### config.mk
export PLATFORM = sky130hd
export DESIGN_NAME = pipe_hazard_unit
export DESIGN_NICKNAME = d
export VERILOG_FILES = /design/src/rtl/pipe_hazard_unit.sv
export SDC_FILE = /design/constraint.sdc
export NUM_CORES = 1
export LEC_CHECK = 0
export CORE_MARGIN = 2
export CORE_UTILIZATION = 35
export CTS_CLUSTER_SIZE = 20
export DETAILED_ROUTE_END_ITERATION = 10
export GPL_TIMING_DRIVEN = 0
export PLACE_DENSITY = 0.63
export SLEW_MARGIN = 20
export SYNTH_ARGS = -nofsm -noshare
export SYNTH_HDL_FRONTEND = slang
export SYNTH_SLANG_ARGS = --single-unit
### constraint.sdc
create_clock -name clock -period 2.4 [get_ports clock]
set_clock_uncertainty 0.05 [all_clocks]
set_input_delay 0.6 -clock clock [delete_from_list [all_inputs] [get_ports clock]]
set_output_delay 0.6 -clock clock [all_outputs]
set_load 0.02 [all_outputs]
### src/rtl/pipe_hazard_unit.sv
// Pipeline hazard unit: tracks in-flight destinations after decode, selects forwarding
// sources, detects load-use hazards, and counts stall/flush cycles.
module pipe_hazard_unit #(
  parameter int DEPTH      = 3,
  parameter int REG_AW     = 5,
  parameter int LOAD_READY = 2,
  parameter int CNT_W      = 16,
  localparam int SEL_W     = $clog2(DEPTH + 1)
) (
  input  logic              clock,
  input  logic              reset,
  input  logic              d_valid,
  input  logic [REG_AW-1:0] d_rs1,
  input  logic [REG_AW-1:0] d_rs2,
  input  logic              d_use_rs1,
  input  logic              d_use_rs2,
  input  logic [REG_AW-1:0] d_rd,
  input  logic              d_wen,
  input  logic              d_is_load,
  input  logic              e_brn_tkn,
  output logic              stall,
  output logic              flush,
  output logic [SEL_W-1:0]  fwd_sel_rs1,
  output logic [SEL_W-1:0]  fwd_sel_rs2,
  output logic [CNT_W-1:0]  stall_cnt,
  output logic [CNT_W-1:0]  flush_cnt
);

  // Tracker entry i mirrors the instruction currently in stage i (1 = execute).
  logic [REG_AW-1:0] rd_q   [1:DEPTH];
  logic              wen_q  [1:DEPTH];
  logic              load_q [1:DEPTH];

  logic hazard_rs1;
  logic hazard_rs2;

  // Scanning oldest-to-youngest lets the youngest writer overwrite older matches.
  always_comb begin
    fwd_sel_rs1 = '0;
    fwd_sel_rs2 = '0;
    hazard_rs1  = 1'b0;
    hazard_rs2  = 1'b0;
    for (int i = DEPTH; i >= 1; i--) begin
      if (d_use_rs1 && wen_q[i] && (rd_q[i] == d_rs1) && (d_rs1 != '0)) begin
        fwd_sel_rs1 = SEL_W'(i);
        hazard_rs1  = load_q[i] && (i < LOAD_READY);
      end
      if (d_use_rs2 && wen_q[i] && (rd_q[i] == d_rs2) && (d_rs2 != '0)) begin
        fwd_sel_rs2 = SEL_W'(i);
        hazard_rs2  = load_q[i] && (i < LOAD_READY);
      end
    end
    flush = e_brn_tkn;
    stall = d_valid && (hazard_rs1 || hazard_rs2) && !e_brn_tkn;
  end

  always_ff @(posedge clock) begin
    if (reset) begin
      for (int i = 1; i <= DEPTH; i++) begin
        rd_q[i]   <= '0;
        wen_q[i]  <= 1'b0;
        load_q[i] <= 1'b0;
      end
      stall_cnt <= '0;
      flush_cnt <= '0;
    end else begin
      for (int i = DEPTH; i >= 2; i--) begin
        rd_q[i]   <= rd_q[i-1];
        wen_q[i]  <= wen_q[i-1];
        load_q[i] <= load_q[i-1];
      end
      // A stalled or squashed decode instruction must not enter execute.
      if (d_valid && !stall && !flush) begin
        rd_q[1]   <= d_rd;
        wen_q[1]  <= d_wen;
        load_q[1] <= d_is_load;
      end else begin
        rd_q[1]   <= '0;
        wen_q[1]  <= 1'b0;
        load_q[1] <= 1'b0;
      end
      if (stall && (stall_cnt != {CNT_W{1'b1}}))
        stall_cnt <= stall_cnt + CNT_W'(1);
      if (flush && (flush_cnt != {CNT_W{1'b1}}))
        flush_cnt <= flush_cnt + CNT_W'(1);
    end
  end

endmodule

==> results.sh, run 1 <==
export IMPL_wl_um=5988
export IMPL_setup_viol=5
export IMPL_yosysTopAreaCellShare_pct=34.66
export IMPL_finalMaxSlewViolations=0
export IMPL_critPathLaunchType="input pin"
export IMPL_syn_cell_area_mm2=0.002541
export IMPL_synthArstFlopShare_pct=0
export IMPL_gp_congestion=0.7895
export IMPL_place_hpwl_um=4446
export IMPL_rsz0062_at_grt="true"
export IMPL_final_common_cell="dfxtp_1"
export IMPL_r2r_end="stall_cnt[11]$_SDFFE_PP0P_"
export IMPL_synth_seq_cells=51
export IMPL_syn_area_per_cell_um2=9.011
export IMPL_violations="setup timing"
export IMPL_fin_setup_tns_ps=-1047
export IMPL_min_period_over_period_pct=110.6
export IMPL_grt_max_degree=18
export IMPL_track_usage_pct=15.86
export IMPL_die_w_um=89.21
export IMPL_regToRegSetupSlack_ps=70
export IMPL_path_clk_slew_ps=90
export IMPL_row_count=31
export IMPL_yosysUniqueCellTypes=35
export IMPL_fin_util_pct=49.23
export IMPL_tightest_slew_ps=521.7
export IMPL_port_buffers=59
export IMPL_critPathLaunch="d_rs2[4]"
export IMPL_grt_remaining_overflow=0
export IMPL_arrival_ps=2010
export IMPL_worst_ep_required_time_ps=1750
export IMPL_area_growth_syn_to_layout_pct=38.26
export IMPL_slew_headroom_pct=65.15
export IMPL_cp_max_fo=4
export IMPL_ys_flop_type="dfxtp_1"
export IMPL_path_class="input pin to output pin"
export IMPL_drt_iter0_drc=75
export IMPL_yosys_warnings=0
export IMPL_powerDensity_mw_per_mm2=477.3
export IMPL_core_area_mm2=0.007137
export IMPL_fmax_mhz=376.6
export IMPL_yosysSeqAreaShare_pct=42.93
export IMPL_drtAntennaViolNets=0
export IMPL_tritoncts="built"
export IMPL_final_cell_mix="dfxtp_1, clkdlybuf4s50_1, xor2_1"
export IMPL_whs_path_depth=1
export IMPL_fillers=689
export IMPL_grt_pass1_vias=2083
export IMPL_final_hold_violation_count=0
export IMPL_cts_root_buf="clkbuf_8"
export IMPL_grt_pass1_wl_um=9825
export IMPL_cts_buffers=5
export IMPL_antenna_found_initial=0
export IMPL_drc=0
export IMPL_synth_edff_count=7
export IMPL_status="finished, violations left"
export IMPL_clock_path_buffers=2
export IMPL_route_vias_total=2223
export IMPL_min_from="wen_q[0][2]$_SDFF_PP0_"
export IMPL_hold_path_end="wen_q[0][3]$_SDFF_PP0_"
export IMPL_synthTopCellsByArea="dfxtp_1, xor2_1, edfxtp_1"
export IMPL_antenna_cells=0
export IMPL_worst_hold_path_type="register to register"
export IMPL_nNetsFinal=386
export IMPL_clock_sinks=51
export IMPL_htree_levels=2
export IMPL_netlist_top_cell_by_area="dfxtp_1"
export IMPL_syn_inst=282
export IMPL_ios=61
export IMPL_pre_cts_ws_ps=-1217
export IMPL_drive_gt1_share_pct=12.43
export IMPL_stdcell_count=461
export IMPL_r2r_start="rd_q[0][8]$_SDFFCE_PP0P_"
export IMPL_whs_ps=440.3
export IMPL_finalCriticalPeriod_ps=2655
export IMPL_r2r_cells=8
export IMPL_clkLatencyLatePin_ps=310
export IMPL_start_util_pct=35.61
export IMPL_die_area_mm2=0.007958
export IMPL_die_h_um=89.21
export IMPL_endpoint_kind="output pin"
export IMPL_p_leak_nw=1.291
export IMPL_wl_per_cell_um=12.99
export IMPL_ir_worst_vdd_mv=0.2279
export IMPL_setup_ws_ps=-255.2
export IMPL_routed_via_density=4.822
export IMPL_dp_cells=446
export IMPL_first_pass_iters=4
export IMPL_drv_cap=0
[state kept, by name, summed over array words and instances (netlist names)]
signal and cells:
wen_q 3, load_q 1, stall_cnt 16, rd_q 15
flush_cnt 16
[cells by family after synthesis]
logic type | synth area share [%]
adder cells (fa/ha/maj) | 0.9846
other | 0.1476
flip-flops | 42.93
XOR/XNOR | 14.82
AND/OR/NAND/NOR | 27.87
multiplexers | 1.576
buffers and inverters | 2.659
AO/OA/AOI/OAI | 9.011
[final cells by class]
class | instances | area [µm²] | share of cell area [%]
Clock inverter | 3 | 47.55 | 1.353
Inverter | 4 | 15.01 | 0.4274
Clock buffer | 5 | 68.82 | 1.959
Multi-Input combinational cell | 225 | 1468 | 41.77
Buffer | 8 | 52.55 | 1.496
Tap cell | 99 | 123.9 | 3.526
Sequential cell | 51 | 1091 | 31.05
Timing Repair Buffer | 66 | 646.9 | 18.41
[Yosys cell counts (all sizes together), types with 3 or more instances]
master,count
o31ai,3
edfxtp,7
nand2b,6
nand2,16
buf,3
a21oi,18
clkbuf,5
nor2,24
nor4,8
dfxtp,44
or4,5
mux2i,4
nor2b,13
and2,11
xor2,35
nand3,11
and4,3
nand4,14
inv,4
xnor2,8
o21ai,15
or3,14
[routing by layer]
layer / up-vias / wire (µm) / global-route usage, %
met2: 53 / 2771 / 25.12
met4: 0 / 65 / 4.342
li1: 1135 / - / -
met1: 1030 / 2818 / 21.12
met5: - / 0 / 0
met3: 5 / 332 / 4.709
[worst max-delay path by stage]
stage,to,cells past startpoint,slack [ps]
after detailed placement,stall,7,-1220
after global placement,stall,7,-1200
final,stall,7,-260
after floorplan,stall,5,-50
after global routing,stall,7,-290
after CTS,stall,7,-250
[power breakdown]
part           internal (mW)  switching (mW)
Clock                  0.316           0.302
Sequential             0.883          0.0174
Combinational         0.0834          0.0748
Total                   1.28           0.395
[worst max-delay path, stage by stage]
cell	delay, ps
buf_8	90
or4_4	520
o21a_1	220
and4_4	210
o21bai_4	190
inv_2	50
buf_6	120
[timing repair]
action	in CTS	in global routing
endpoints found under the hold margin	0	0
endpoints found under the setup margin	29	8
hold buffers	0	0
resized for setup	82	5
pin swaps	6	9
setup buffers	5	2
[per-stage QoR]
| stage | cell area, µm² | power [mW] |
|---|---|---|
| after global placement | 3289 | 1.066 |
| after floorplan | 2575 | 0.9923 |
| after CTS | 3470 | 1.687 |
| after global routing | 3513 | 1.741 |
| final | 3513 | 1.677 |
| after detailed placement | 3289 | 1.069 |
Power figures use the tool's default switching activity.
==> inputs of run 2 (changes only) <==
--- a/config.mk
+++ b/config.mk
@@ -10,6 +10,7 @@
 export CTS_CLUSTER_SIZE = 20
 export DETAILED_ROUTE_END_ITERATION = 10
 export GPL_TIMING_DRIVEN = 0
+export HOLD_SLACK_MARGIN = 0.08
 export PLACE_DENSITY = 0.63
 export SLEW_MARGIN = 20
 export SYNTH_ARGS = -nofsm -noshare
==> results of run 2 <==
Final layout, timing and power as in run 1 (identical DEF).
==> inputs of run 3 (changes only) <==
--- a/config.mk
+++ b/config.mk
@@ -7,6 +7,7 @@
 export LEC_CHECK = 0
 export CORE_MARGIN = 2
 export CORE_UTILIZATION = 35
+export CTS_BUF_LIST = sky130_fd_sc_hd__clkbuf_8 sky130_fd_sc_hd__clkbuf_16
 export CTS_CLUSTER_SIZE = 20
 export DETAILED_ROUTE_END_ITERATION = 10
 export GPL_TIMING_DRIVEN = 0
==> results of run 3 <==
Final layout, timing and power as in run 1 (identical DEF).
